[src/rtl/matrix_drain.sv]
// -----------------------------------------------------------------------------
// matrix_drain
//
// Streams the VECTOR_SIZE x VECTOR_SIZE result matrix out of the Z BRAM once
// the multiply engine has finished writing it. Read addresses are issued in
// row-major order, the one-cycle BRAM read latency is absorbed by a 2-entry
// output FIFO, and every word is presented on a valid/ready stream.
//
// Optional feature macro: ZDRAIN_CSUM_EN
//   defined   : csum is a DATA_WIDTH wrap-around sum of every word handed to
//               the sink during the current pass. It is cleared when a start
//               is accepted and holds after the done pulse.
//   undefined : csum is tied to zero and no accumulator exists.
//
// Ports
//   clock      in   rising-edge clock
//   reset      in   asynchronous, active-high reset
//   start      in   begin one drain pass (sampled only while idle)
//   busy       out  high from the cycle after start is accepted until done
//   done       out  one-cycle pulse after the final word's handshake
//   z_addr     out  Z BRAM read address (combinational from the read index)
//   z_dout     in   Z BRAM read data, valid one cycle after z_addr
//   out_data   out  stream payload (FIFO head)
//   out_valid  out  stream payload valid
//   out_ready  in   sink ready; a word moves when out_valid && out_ready
//   out_last   out  high while the head word is word N-1
//   csum       out  pass checksum (see macro above)
// -----------------------------------------------------------------------------
module matrix_drain #(
  parameter int DATA_WIDTH  = 32,
  parameter int ADDR_WIDTH  = 6,
  parameter int VECTOR_SIZE = 8
) (
  input  logic                  clock,
  input  logic                  reset,
  input  logic                  start,
  output logic                  busy,
  output logic                  done,
  output logic [ADDR_WIDTH-1:0] z_addr,
  input  logic [DATA_WIDTH-1:0] z_dout,
  output logic [DATA_WIDTH-1:0] out_data,
  output logic                  out_valid,
  input  logic                  out_ready,
  output logic                  out_last,
  output logic [DATA_WIDTH-1:0] csum
);

  localparam int N  = VECTOR_SIZE * VECTOR_SIZE;
  // One extra bit so the read index can count up to N itself.
  localparam int IW = ADDR_WIDTH + 1;
  localparam logic [IW-1:0] N_IDX    = IW'(N);
  localparam logic [IW-1:0] LAST_IDX = IW'(N - 1);
  localparam logic [IW-1:0] ONE_IDX  = IW'(1);

  typedef enum logic [1:0] {
    IDLE,
    RUN,
    FLUSH
  } state_t;

  state_t                state_q, state_d;
  logic [IW-1:0]         rd_idx_q, rd_idx_d;
  logic                  inflight_q, inflight_d;
  logic                  inflight_last_q, inflight_last_d;
  logic                  busy_q, busy_d;
  logic                  done_q, done_d;

  // FIFO: the head slot drives the stream outputs directly so they are
  // registered; the tail slot only fills while the sink is stalled.
  logic                  head_valid_q, head_valid_d;
  logic [DATA_WIDTH-1:0] head_data_q, head_data_d;
  logic                  head_last_q, head_last_d;
  logic                  tail_valid_q, tail_valid_d;
  logic [DATA_WIDTH-1:0] tail_data_q, tail_data_d;
  logic                  tail_last_q, tail_last_d;

  logic                  push;
  logic                  pop;
  logic                  issue;
  logic                  credit_ok;
  logic [1:0]            used;

  assign push = inflight_q;
  assign pop  = head_valid_q && out_ready;

  // Slots already spoken for: buffered words plus the read still in flight.
  // A pop this cycle frees one slot, so the threshold rises by one.
  assign used      = {1'b0, head_valid_q} + {1'b0, tail_valid_q} + {1'b0, inflight_q};
  assign credit_ok = pop ? (used < 2'd3) : (used < 2'd2);

  always_comb begin
    state_d         = state_q;
    rd_idx_d        = rd_idx_q;
    inflight_d      = 1'b0;
    inflight_last_d = inflight_last_q;
    busy_d          = busy_q;
    done_d          = 1'b0;
    issue           = 1'b0;

    head_valid_d    = head_valid_q;
    head_data_d     = head_data_q;
    head_last_d     = head_last_q;
    tail_valid_d    = tail_valid_q;
    tail_data_d     = tail_data_q;
    tail_last_d     = tail_last_q;

    // FIFO movement. The tail only ever feeds the head, and a push lands in
    // the first slot that will be free after this cycle's pop.
    if (state_q != IDLE) begin
      if (pop) begin
        if (tail_valid_q) begin
          head_valid_d = 1'b1;
          head_data_d  = tail_data_q;
          head_last_d  = tail_last_q;
          tail_valid_d = push;
          if (push) begin
            tail_data_d = z_dout;
            tail_last_d = inflight_last_q;
          end
        end else begin
          head_valid_d = push;
          if (push) begin
            head_data_d = z_dout;
            head_last_d = inflight_last_q;
          end
        end
      end else if (push) begin
        if (!head_valid_q) begin
          head_valid_d = 1'b1;
          head_data_d  = z_dout;
          head_last_d  = inflight_last_q;
        end else begin
          tail_valid_d = 1'b1;
          tail_data_d  = z_dout;
          tail_last_d  = inflight_last_q;
        end
      end
    end

    unique case (state_q)
      IDLE: begin
        if (start) begin
          state_d         = RUN;
          rd_idx_d        = '0;
          inflight_last_d = 1'b0;
          head_valid_d    = 1'b0;
          tail_valid_d    = 1'b0;
          busy_d          = 1'b1;
        end
      end

      RUN: begin
        issue = (rd_idx_q < N_IDX) && credit_ok;
        if (issue) begin
          rd_idx_d        = rd_idx_q + ONE_IDX;
          inflight_d      = 1'b1;
          inflight_last_d = (rd_idx_q == LAST_IDX);
          if (rd_idx_q == LAST_IDX) begin
            state_d = FLUSH;
          end
        end
      end

      FLUSH: begin
        // Only the final word carries the last tag, so popping it means
        // the FIFO is draining empty and nothing is left in flight.
        if (pop && head_last_q) begin
          state_d = IDLE;
          busy_d  = 1'b0;
          done_d  = 1'b1;
        end
      end

      default: begin
        state_d = IDLE;
        busy_d  = 1'b0;
      end
    endcase
  end

  always_ff @(posedge clock or posedge reset) begin
    if (reset) begin
      state_q         <= IDLE;
      rd_idx_q        <= '0;
      inflight_q      <= 1'b0;
      inflight_last_q <= 1'b0;
      busy_q          <= 1'b0;
      done_q          <= 1'b0;
      head_valid_q    <= 1'b0;
      head_data_q     <= '0;
      head_last_q     <= 1'b0;
      tail_valid_q    <= 1'b0;
      tail_data_q     <= '0;
      tail_last_q     <= 1'b0;
    end else begin
      state_q         <= state_d;
      rd_idx_q        <= rd_idx_d;
      inflight_q      <= inflight_d;
      inflight_last_q <= inflight_last_d;
      busy_q          <= busy_d;
      done_q          <= done_d;
      head_valid_q    <= head_valid_d;
      head_data_q     <= head_data_d;
      head_last_q     <= head_last_d;
      tail_valid_q    <= tail_valid_d;
      tail_data_q     <= tail_data_d;
      tail_last_q     <= tail_last_d;
    end
  end

  // The read index is only meaningful while reads are being issued.
  always_comb begin
    z_addr = '0;
    if (state_q == RUN) begin
      z_addr = rd_idx_q[ADDR_WIDTH-1:0];
    end
  end

  assign busy      = busy_q;
  assign done      = done_q;
  assign out_data  = head_data_q;
  assign out_valid = head_valid_q;
  assign out_last  = head_last_q;

`ifdef ZDRAIN_CSUM_EN
  logic [DATA_WIDTH-1:0] csum_q, csum_d;

  always_comb begin
    csum_d = csum_q;
    if (state_q == IDLE && start) begin
      csum_d = '0;
    end else if (pop) begin
      csum_d = csum_q + head_data_q;
    end
  end

  always_ff @(posedge clock or posedge reset) begin
    if (reset) begin
      csum_q <= '0;
    end else begin
      csum_q <= csum_d;
    end
  end

  assign csum = csum_q;
`else
  assign csum = '0;
`endif

endmodule

[config.mk]
export PLATFORM = sky130hd
export DESIGN_NAME = matrix_drain
export DESIGN_NICKNAME = d
export VERILOG_FILES = /design/src/rtl/matrix_drain.sv
export SDC_FILE = /design/constraint.sdc
export NUM_CORES = 1
export LEC_CHECK = 0
export BUFFER_PORTS_ARGS = -buffer_cell sky130_fd_sc_hd__buf_2
export CAP_MARGIN = 20
export CORE_UTILIZATION = 40
export DETAILED_ROUTE_END_ITERATION = 7
export PLACE_DENSITY = 0.76
export RECOVER_POWER = 100
export SLEW_MARGIN = 20
export SYNTH_ARGS = -nofsm -noshare
export SYNTH_HDL_FRONTEND = slang
export SYNTH_SLANG_ARGS = --single-unit
[constraint.sdc]
create_clock -name clock -period 2 [get_ports clock]
set_input_delay 0.1 -clock clock [delete_from_list [all_inputs] [get_ports clock]]
set_output_delay 0.1 -clock clock [all_outputs]
set_load 0.02 [all_outputs]
==> flow_summary.json, run 1 <==
{
  "status": "complete, no violations",
  "firstDrtPassIters": 6,
  "fin_util_pct": 50.8,
  "drc_errors": 0,
  "worst_slack_ns": 0.0188,
  "diodes": 0,
  "criticalPathCategory": "reg -> reg",
  "rows": 35,
  "finalClockSkew_ns": 0.0158,
  "grt_pass1_wl_mm": 12.4,
  "yosysSeqAreaShare_pct": 53.3,
  "initial_core_util_pct": 41.2,
  "critPathLaunchType": "register",
  "synth_compound_area_share_pct": 8.19,
  "fin_crit_sh_pct": 99.1,
  "postCtsSetupBuffers": 0,
  "cts-root-buf": "clkbuf_8",
  "async_flop_share_pct": 100,
  "place_ws_ns": -0.0224,
  "antenna_left": 0,
  "avgSynthCellArea_um2": 11.3,
  "ff2ff_setup_slack_ns": 0.02,
  "min-delay-start": "z_dout[31]",
  "vias": 2776,
  "max_freq_mhz": 505,
  "drv_cap": 0,
  "netlist_area_um2": 3810,
  "min_to": "tail_data_q[31]$_DFFE_PP0P_",
  "syn_inst": 338,
  "yosys_warnings": 0,
  "grt_max_degree": 41,
  "required_ns": 2.25,
  "r2r-start": "out_valid$_DFF_PP0_",
  "cellLeakagePower_nw": 2.21,
  "clk_pin_slew_ns": 0.09,
  "cts_tree": "yes",
  "yosys_register_bits": 81,
  "synth_top_family_by_area": "multiplexers",
  "clk_latency_ns": 0.34,
  "relSlewSlack_pct": 33.0,
  "pin_count": 110,
  "grt_overflow": 0,
  "post-place-cells": 541,
  "multi_input_area_um2": 1610,
  "drive_above_1_share_pct": 26.6,
  "cpMaxStageDelayCell": "fa_1",
  "cp_max_fo": 4,
  "synthAdderAreaFrac_pct": 0.855,
  "drt_wl_total_mm": 7.40,
  "whs_path_depth": 2,
  "slew_violations": 0,
  "synth.mux.area_fraction_pct": 18.4,
  "synthFlopType": "dfrtp_1",
  "hold_viol": 0,
  "ir_drop_mv": 0.737,
  "yosys.area_share.simple_pct": 9.93,
  "setup_tns_ns": 0,
  "port_buffers": 77,
  "synthXorXnorAreaFrac_pct": 0,
  "nFillCells": 849,
  "seqCellArea_um2": 2030,
  "cts_made_buffers": 9,
  "grt.total_usage_pct": 15.8,
  "die_width_um": 99.5,
  "grt_pass1_vias": 2707,
  "htreeDepth": 3,
  "dp_hpwl_mm": 5.16,
  "slowest_delay_ns": 0.57,
  "hold_class": "in -> reg",
  "via_per_inst": 4.81,
  "core_area_um2": 9240,
  "whs_ns": 0.0128,
  "cts_buffer_depth": 2,
  "flow.area_growth_from_synthesis_pct": 23.3,
  "first_iter_violations": 104,
  "ys_types": 35,
  "gp_congestion": 0.787,
  "rsz0062_at_grt": "yes",
  "wl_per_cell_um": 12.8,
  "r2r_cells": 6,
  "crit_chain": "inv_2 -> fa_1 -> a31oi_4 -> buf_4 -> or3_4 -> o311ai_2",
  "finalNetCount": 481,
  "final-setup-viol-count": 0,
  "die_h_um": 99.5,
  "powerDensity_nw_per_um2": 1570,
  "endpoint_kind": "register",
  "r2r_end": "rd_idx_q[5]$_DFFE_PP0P_",
  "worst_pin_slew_ns": 1.01,
  "arrival_ns": 2.23,
  "antenna_found_initial": 0,
  "clock-sinks": 81,
  "die-area_um2": 9910,
  "synth-edff-count": 0,
  "layout_min_cycle_time_ns": 1.98,
  "stdcell_count": 577
}
-- cells in the mapped netlist (3+ instances only) --
cell type / instances / area (um2)
mux2i_1: 33 / 330
inv_1: 6 / 22.5
buf_2: 8 / 40.0
dfrtp_1: 81 / 2030
mux2_2: 33 / 372
a21oi_1: 39 / 195
nor2b_1: 3 / 18.8
nor2_1: 35 / 131
nand2_1: 13 / 48.8
o21ai_0: 4 / 20.0
buf_4: 37 / 278
and2_1: 6 / 37.5
nand3_1: 9 / 45.0
or3_1: 3 / 18.8
clkbuf_1: 3 / 11.3
-- layer usage --
metal  part of all wire (%)  global-route usage (%)  vias to the layer above
li1                       -                       -                     1319
met3                    3.7                    3.30                        9
met1                     43                    18.9                     1362
met2                     52                    28.4                       86
met4                    1.2                    4.98                        0
met5                      0                       0                        -
-- through the flow --
stage                     total power [W]  area (um2)
after global routing              0.00787        4690
after detailed placement          0.00625        4300
after CTS                         0.00755        4710
after global placement            0.00608        4300
final                             0.00737        4690
after floorplan                   0.00529        3950
-- where the power goes --
| part | switching (W) | internal (W) | total (W) |
|---|---|---|---|
| Sequential | 0.000446 | 0.00241 | 0.00285 |
| Combinational | 0.00187 | 0.00140 | 0.00327 |
| Clock | 0.000593 | 0.000652 | 0.00125 |
-- final cells by class --
| type | count | area share [%] |
|---|---|---|
| sequential | 81 | 43.2 |
| tap | 129 | 3.44 |
| clock buffer | 11 | 3.23 |
| multi-input combinational | 234 | 34.3 |
| timing repair buffer | 111 | 14.0 |
| clock inverter | 5 | 1.28 |
| inverter | 6 | 0.507 |
-- worst max-delay path: cells and delay by family, from the launching register on --
| family | cells | cell delay, ns |
|---|---|---|
| compound gates | 2 | 0.32 |
| simple gates | 1 | 0.40 |
| flops | 1 | 0.37 |
| fa+ha+maj | 1 | 0.57 |
| buf+inv | 2 | 0.21 |
-- worst max path at each step --
stage / from / end / cells after the start
finish: out_valid$_DFF_PP0_ / rd_idx_q[5]$_DFFE_PP0P_ / 6
global route: out_valid$_DFF_PP0_ / rd_idx_q[5]$_DFFE_PP0P_ / 6
CTS: out_valid$_DFF_PP0_ / rd_idx_q[5]$_DFFE_PP0P_ / 7
detailed placement: inflight_q$_DFF_PP0_ / rd_idx_q[5]$_DFFE_PP0P_ / 6
global placement: inflight_q$_DFF_PP0_ / rd_idx_q[3]$_DFFE_PP0P_ / 5
floorplan: out_valid$_DFF_PP0_ / rd_idx_q[3]$_DFFE_PP0P_ / 6
-- what timing repair did --
item / in CTS / in global routing
resized for setup: 1 / 7
pin swaps: 1 / 2
hold buffers: 19 / 1
endpoints found under the setup margin: 2 / 6
hold endpoints to repair: 53 / 1
gates cloned: 0 / 0
-- state kept, by name, indices dropped and copies added (netlist names) --
name and flops:
state_q 2, tail_valid_q 1, rd_idx_q 7, busy 1
out_valid 1, inflight_last_q 1, tail_data_q 32, inflight_q 1
out_data 32, done 1, out_last 1, tail_last_q 1
-- layout by cell type, fill, tap and decap left out, drive strengths merged --
cell         count
nand2           13
o211ai           1
a31oi            1
o22ai            1
nand3b           1
o21ai            4
clkbuf          54
or2              1
a21oi           39
bufinv           1
nor3             2
clkinvlp         2
o31a             2
or4b             1
ha               1
nor4             1
conb            32
or3              3
inv              7
mux2            33
clkinv           1
nor3b            1
buf             48
fa               1
o21bai           1
o311ai           3
mux2i           33
nand4b           2
nand3            9
dfrtp           81
nor2            36
a22o             2
dlygate4sd3     20
nand2b           1
nor2b            3
and2             6
-- cell families after synthesis --
logic type,after synthesis
AOI/OAI and AO/OA,54
adders and majority gates,2
buffers and inverters,54
DFF,81
muxes,66
other,1
and+or+nand+nor,80
No activity file was read; power rests on OpenSTA's default activity.
==> inputs of run 2 (changes only) <==
Settings changed: CORE_UTILIZATION 40 to 47, HOLD_SLACK_MARGIN set to 0.1, PLACE_DENSITY 0.76 to 0.85.
Clock period 2 ns to 1.7 ns, I/O delays scaled along.
==> flow_summary.json, run 2 (synthesis results as in run 1) <==
{
  "fin_crit_sh_pct": 120,
  "drv_cap": 0,
  "criticalPathCategory": "reg -> reg",
  "ir_drop_mv": 1.11,
  "grt_pass1_vias": 2949,
  "clk_pin_slew_ns": 0.09,
  "core_area_um2": 7770,
  "htreeDepth": 3,
  "cts_buffer_depth": 2,
  "required_ns": 1.91,
  "internal_power_w": 0.00572,
  "violations": "negative setup slack",
  "final_cell_mix": "80 x dfrtp_1, 41 x buf_2, 37 x a21oi_1, 37 x clkbuf_1",
  "drive_above_1_share_pct": 28.6,
  "powerDensity_nw_per_um2": 1870,
  "die-area_um2": 8460,
  "port_buffers": 77,
  "placed_cell_area_um2": 4340,
  "grt.total_usage_pct": 20.9,
  "cts_tree": "yes",
  "wl_met1_mm": 3.63,
  "seqCellArea_um2": 2030,
  "max_freq_mhz": 491,
  "pin_count": 110,
  "dp_hpwl_mm": 5.35,
  "first_iter_violations": 105,
  "r2r-start": "out_valid$_DFF_PP0_",
  "swShare_pct": 39.0,
  "wl_per_cell_um": 15.0,
  "relSlewSlack_pct": 55.1,
  "clock-sinks": 81,
  "initial_core_util_pct": 49.0,
  "drc_errors": 0,
  "antenna_found_initial": 0,
  "multi_input_area_um2": 1650,
  "routed-wl-met3_um": 295,
  "endpoint_kind": "register",
  "die_h_um": 92.0,
  "finalClockSkew_ns": 0.0115,
  "nFillCells": 647,
  "startpoint": "out_valid$_DFF_PP0_",
  "combPwrFrac_pct": 47.8,
  "finalNetCount": 508,
  "grt_max_degree": 37,
  "cp_max_fo": 5,
  "grt_pass1_wl_mm": 13.6,
  "wl_met2_mm": 4.62,
  "firstDrtPassIters": 4,
  "fin_util_pct": 64.5,
  "clk_latency_ns": 0.34,
  "slew_violations": 0,
  "hold_class": "in -> reg",
  "antenna_left": 0,
  "diodes": 0,
  "clock_power_share_pct": 16.2,
  "hold_viol": 0,
  "post-route-cell-area_um2": 5010,
  "flow.area_growth_from_synthesis_pct": 31.7,
  "gp_congestion": 0.779,
  "final_common_cell": "dfrtp_1",
  "arrival_ns": 2.25,
  "grt_overflow": 0,
  "drt_wl_total_mm": 8.63,
  "final-setup-viol-count": 45,
  "rows": 32,
  "status": "finished, violations left",
  "rsz0062_at_grt": "yes",
  "layout_min_cycle_time_ns": 2.03,
  "die_width_um": 92.0,
  "critPathLaunchType": "register",
  "min-delay-start": "out_ready",
  "cellLeakagePower_nw": 2.38,
  "via_per_inst": 5.11,
  "cts-root-buf": "clkbuf_8",
  "worst_slack_ns": -0.335,
  "vias": 2951,
  "pwr-share-seq_pct": 36.1,
  "netSwitchingPower_w": 0.00367,
  "cts_made_buffers": 9,
  "place_ws_ns": -0.402,
  "worst_pin_slew_ns": 0.674,
  "top_layer": "met4"
}
run 2: area by class of cell:
type / count / area share (%)
clock inverter: 7 / 1.90
timing repair buffer: 138 / 19.2
inverter: 6 / 0.574
sequential: 81 / 40.5
tap: 102 / 2.55
multi-input combinational: 234 / 32.9
clock buffer: 9 / 2.47
run 2: worst paths after layout:
path / end / slack [ns] / cells past startpoint
setup / recovery: rd_idx_q[3]$_DFFE_PP0P_ / -0.33 / 6
hold / removal: done$_DFF_PP0_ / 0.16 / 3
setup reg to reg: rd_idx_q[3]$_DFFE_PP0P_ / -0.33 / 6
hold reg to reg: tail_data_q[15]$_DFFE_PP0P_ / 0.51 / 1
max in group asynchronous: tail_data_q[26]$_DFFE_PP0P_ / 0.28 / 4
min in group asynchronous: out_data[20]$_DFFE_PP0P_ / 0.36 / 3
run 2: per-layer routing:
layer / vias to the layer above / track usage, %
met3: 7 / 3.65
met4: 0 / 9.11
li1: 1371 / -
met1: 1469 / 23.8
met5: - / 0
met2: 104 / 38.2
run 2: power groups by stage:
stage	logic [W]	clock network, W	registers, W
after CTS	0.00434	0.00157	0.00336
after detailed placement	0.00412	0	0.00338
after global routing	0.00484	0.00165	0.00348
final	0.00449	0.00152	0.00339
after global placement	0.00393	0	0.00331
after floorplan	0.00246	0	0.00378
run 2: timing repair:
item                                    CTS  global route
gates cloned                              0             3
hold buffers                             34             0
pin swaps                                10             5
hold endpoints to repair                 91             0
endpoints found under the setup margin   18            56
resized for setup                        16             8
setup buffers                             2             4
run 2: worst max-delay path: stages, from the launching register on:
cell	delay (ns)
dfrtp_2	0.39
inv_4	0.04
fa_1	0.59
a31oi_4	0.13
or4b_4	0.54
nand3_2	0.12
o311ai_4	0.10
run 2: through the flow:
| step | hold WS, ns | setup TNS, ns | total power, W | std cells |
|---|---|---|---|---|
| 2_1_floorplan | 0.235 | -1.91 | 0.00623 | 369 |
| 3_3_place_gp | 0.204 | -0.911 | 0.00724 | 518 |
| 3_5_place_dp | 0.213 | -1.90 | 0.00750 | 518 |
| 4_1_cts | 0.130 | -1.59 | 0.00927 | 570 |
| 5_1_grt | 0.197 | -7.87 | 0.00998 | 577 |
| 6_report | 0.161 | -3.42 | 0.00939 | 577 |
==> inputs of run 3 (changes only) <==
Settings changed: BUFFER_PORTS_ARGS -buffer_cell sky130_fd_sc_hd__buf_2 to -buffer_cell sky130_fd_sc_hd__buf_4, CORE_UTILIZATION 47 to 40, PLACE_DENSITY 0.85 to 0.76, REMOVE_ABC_BUFFERS set to 1.
==> flow_summary.json, run 3 (synthesis results as in run 1) <==
{
  "crit_chain": "inv_2 -> fa_1 -> a31oi_4 -> or4b_4 -> nand3_2 -> o311ai_2",
  "ir_drop_mv": 1.03,
  "rsz0062_at_grt": "yes",
  "layout_min_cycle_time_ns": 1.99,
  "core_area_um2": 9240,
  "violations": "negative setup slack",
  "pin_count": 110,
  "gp_congestion": 0.822,
  "final_cell_mix": "81 x dfrtp_1, 49 x buf_4, 38 x a21oi_1",
  "initial_core_util_pct": 41.2,
  "flow.area_growth_from_synthesis_pct": 32.4,
  "path_delay_family": "simple AND/OR/NAND/NOR gates",
  "path_buf_inv": 1,
  "grt_overflow": 0,
  "nFillCells": 832,
  "cp_max_fo": 5,
  "stdcell_count": 596,
  "criticalPathCategory": "reg -> reg",
  "final_common_cell": "dfrtp_1",
  "dp_hpwl_mm": 5.05,
  "slew_violations": 0,
  "clk_latency_ns": 0.34,
  "cts-root-buf": "clkbuf_8",
  "grt_max_degree": 82,
  "drc_errors": 0,
  "antenna_found_initial": 0,
  "powerDensity_nw_per_um2": 1830,
  "clk_pin_slew_ns": 0.07,
  "setup_tns_ns": -1.51,
  "vias": 2828,
  "final-setup-viol-count": 9,
  "worst_pin_slew_ns": 1.08,
  "grt_pass1_vias": 2757,
  "worst_slack_ns": -0.290,
  "finalNetCount": 501,
  "endpoint_kind": "register",
  "arrival_ns": 2.20,
  "slowest_delay_ns": 0.59,
  "port_buffers": 77,
  "rows": 35,
  "cts_tree": "yes",
  "cpMaxStageDelayCell": "fa_1",
  "antenna_left": 0,
  "drive_above_1_share_pct": 26.8,
  "drv_cap": 0,
  "whs_ns": 0.507,
  "first_iter_violations": 80,
  "grt.total_usage_pct": 17.5,
  "cellLeakagePower_nw": 2.35,
  "via_per_inst": 4.74,
  "firstDrtPassIters": 4,
  "post-place-cells": 543,
  "ff2ff_setup_slack_ns": -0.29,
  "cts_buffer_depth": 2,
  "drt_wl_total_mm": 8.04,
  "status": "finished, violations left",
  "htreeDepth": 3,
  "die_h_um": 99.5,
  "clock-sinks": 81,
  "post-route-cell-area_um2": 5040,
  "diodes": 0,
  "relSlewSlack_pct": 28.1,
  "finalClockSkew_ns": 0.00794,
  "place_ws_ns": -0.316,
  "placed_cell_area_um2": 4500,
  "critPathLaunchType": "register",
  "hold_viol": 0,
  "cts_made_buffers": 9,
  "max_freq_mhz": 502,
  "wl_per_cell_um": 13.5,
  "die_width_um": 99.5,
  "fin_crit_sh_pct": 117,
  "required_ns": 1.91,
  "die-area_um2": 9910,
  "hold_class": "reg -> reg",
  "grt_pass1_wl_mm": 13.5
}
==> run 3: routing by layer <==
metal	wire, um	global-route usage, %	vias to the layer above
met5	0	0	-
met2	3930	29.4	91
met1	3690	22.6	1376
met3	303	3.16	11
li1	-	-	1350
met4	114	6.45	0
==> run 3: final cells by class <==
cell class / instances / area (um2) / area share, %
inverter: 6 / 23.8 / 0.472
clock inverter: 6 / 108 / 2.14
timing repair buffer: 131 / 958 / 19.0
tap: 129 / 161 / 3.20
multi-input combinational: 234 / 1640 / 32.5
clock buffer: 9 / 124 / 2.46
sequential: 81 / 2030 / 40.2
==> run 3: through the flow <==
stage | power (W) | util, %
finish | 0.00921 | 54.5
global route | 0.00985 | 54.5
CTS | 0.00956 | 56.0
detailed placement | 0.00759 | 48.7
global placement | 0.00742 | 48.7
floorplan | 0.00591 | -
==> run 3: report_power, final <==
part           total, W  switching, W  internal, W  leakage (nW)
Sequential      0.00337      0.000539      0.00283         0.939
Clock           0.00162      0.000661     0.000962         0.115
Combinational   0.00422       0.00232      0.00190          1.29
==> run 3: path summary, 6_finish.rpt <==
path | to | from | cells past startpoint
worst max-delay path | rd_idx_q[3]$_DFFE_PP0P_ | tail_valid_q$_DFF_PP0_ | 6
worst min-delay path | tail_data_q[18]$_DFFE_PP0P_ | tail_data_q[18]$_DFFE_PP0P_ | 1
worst max register to register | rd_idx_q[3]$_DFFE_PP0P_ | tail_valid_q$_DFF_PP0_ | 6
worst min register to register | tail_data_q[18]$_DFFE_PP0P_ | tail_data_q[18]$_DFFE_PP0P_ | 1
max in group asynchronous | tail_data_q[9]$_DFFE_PP0P_ | reset | 4
min in group asynchronous | out_data[25]$_DFFE_PP0P_ | reset | 4
==> run 3: timing repair <==
| action | CTS | global route |
|---|---|---|
| setup endpoints to repair | 10 | 50 |
| hold buffers | 35 | 0 |
| resized for setup | 15 | 11 |
| pin swaps | 12 | 7 |
| buffers inserted | 3 | 0 |
| hold endpoints to repair | 150 | 0 |
| cloned | 0 | 1 |
==> run 3: worst reg2reg max path: cells and delay by family (launching register included) <==
kind            cells  cell delay (ns)
compound gates      2             0.23
fa+ha+maj           1             0.59
buf+inv             1             0.05
flops               1             0.36
simple gates        2             0.62
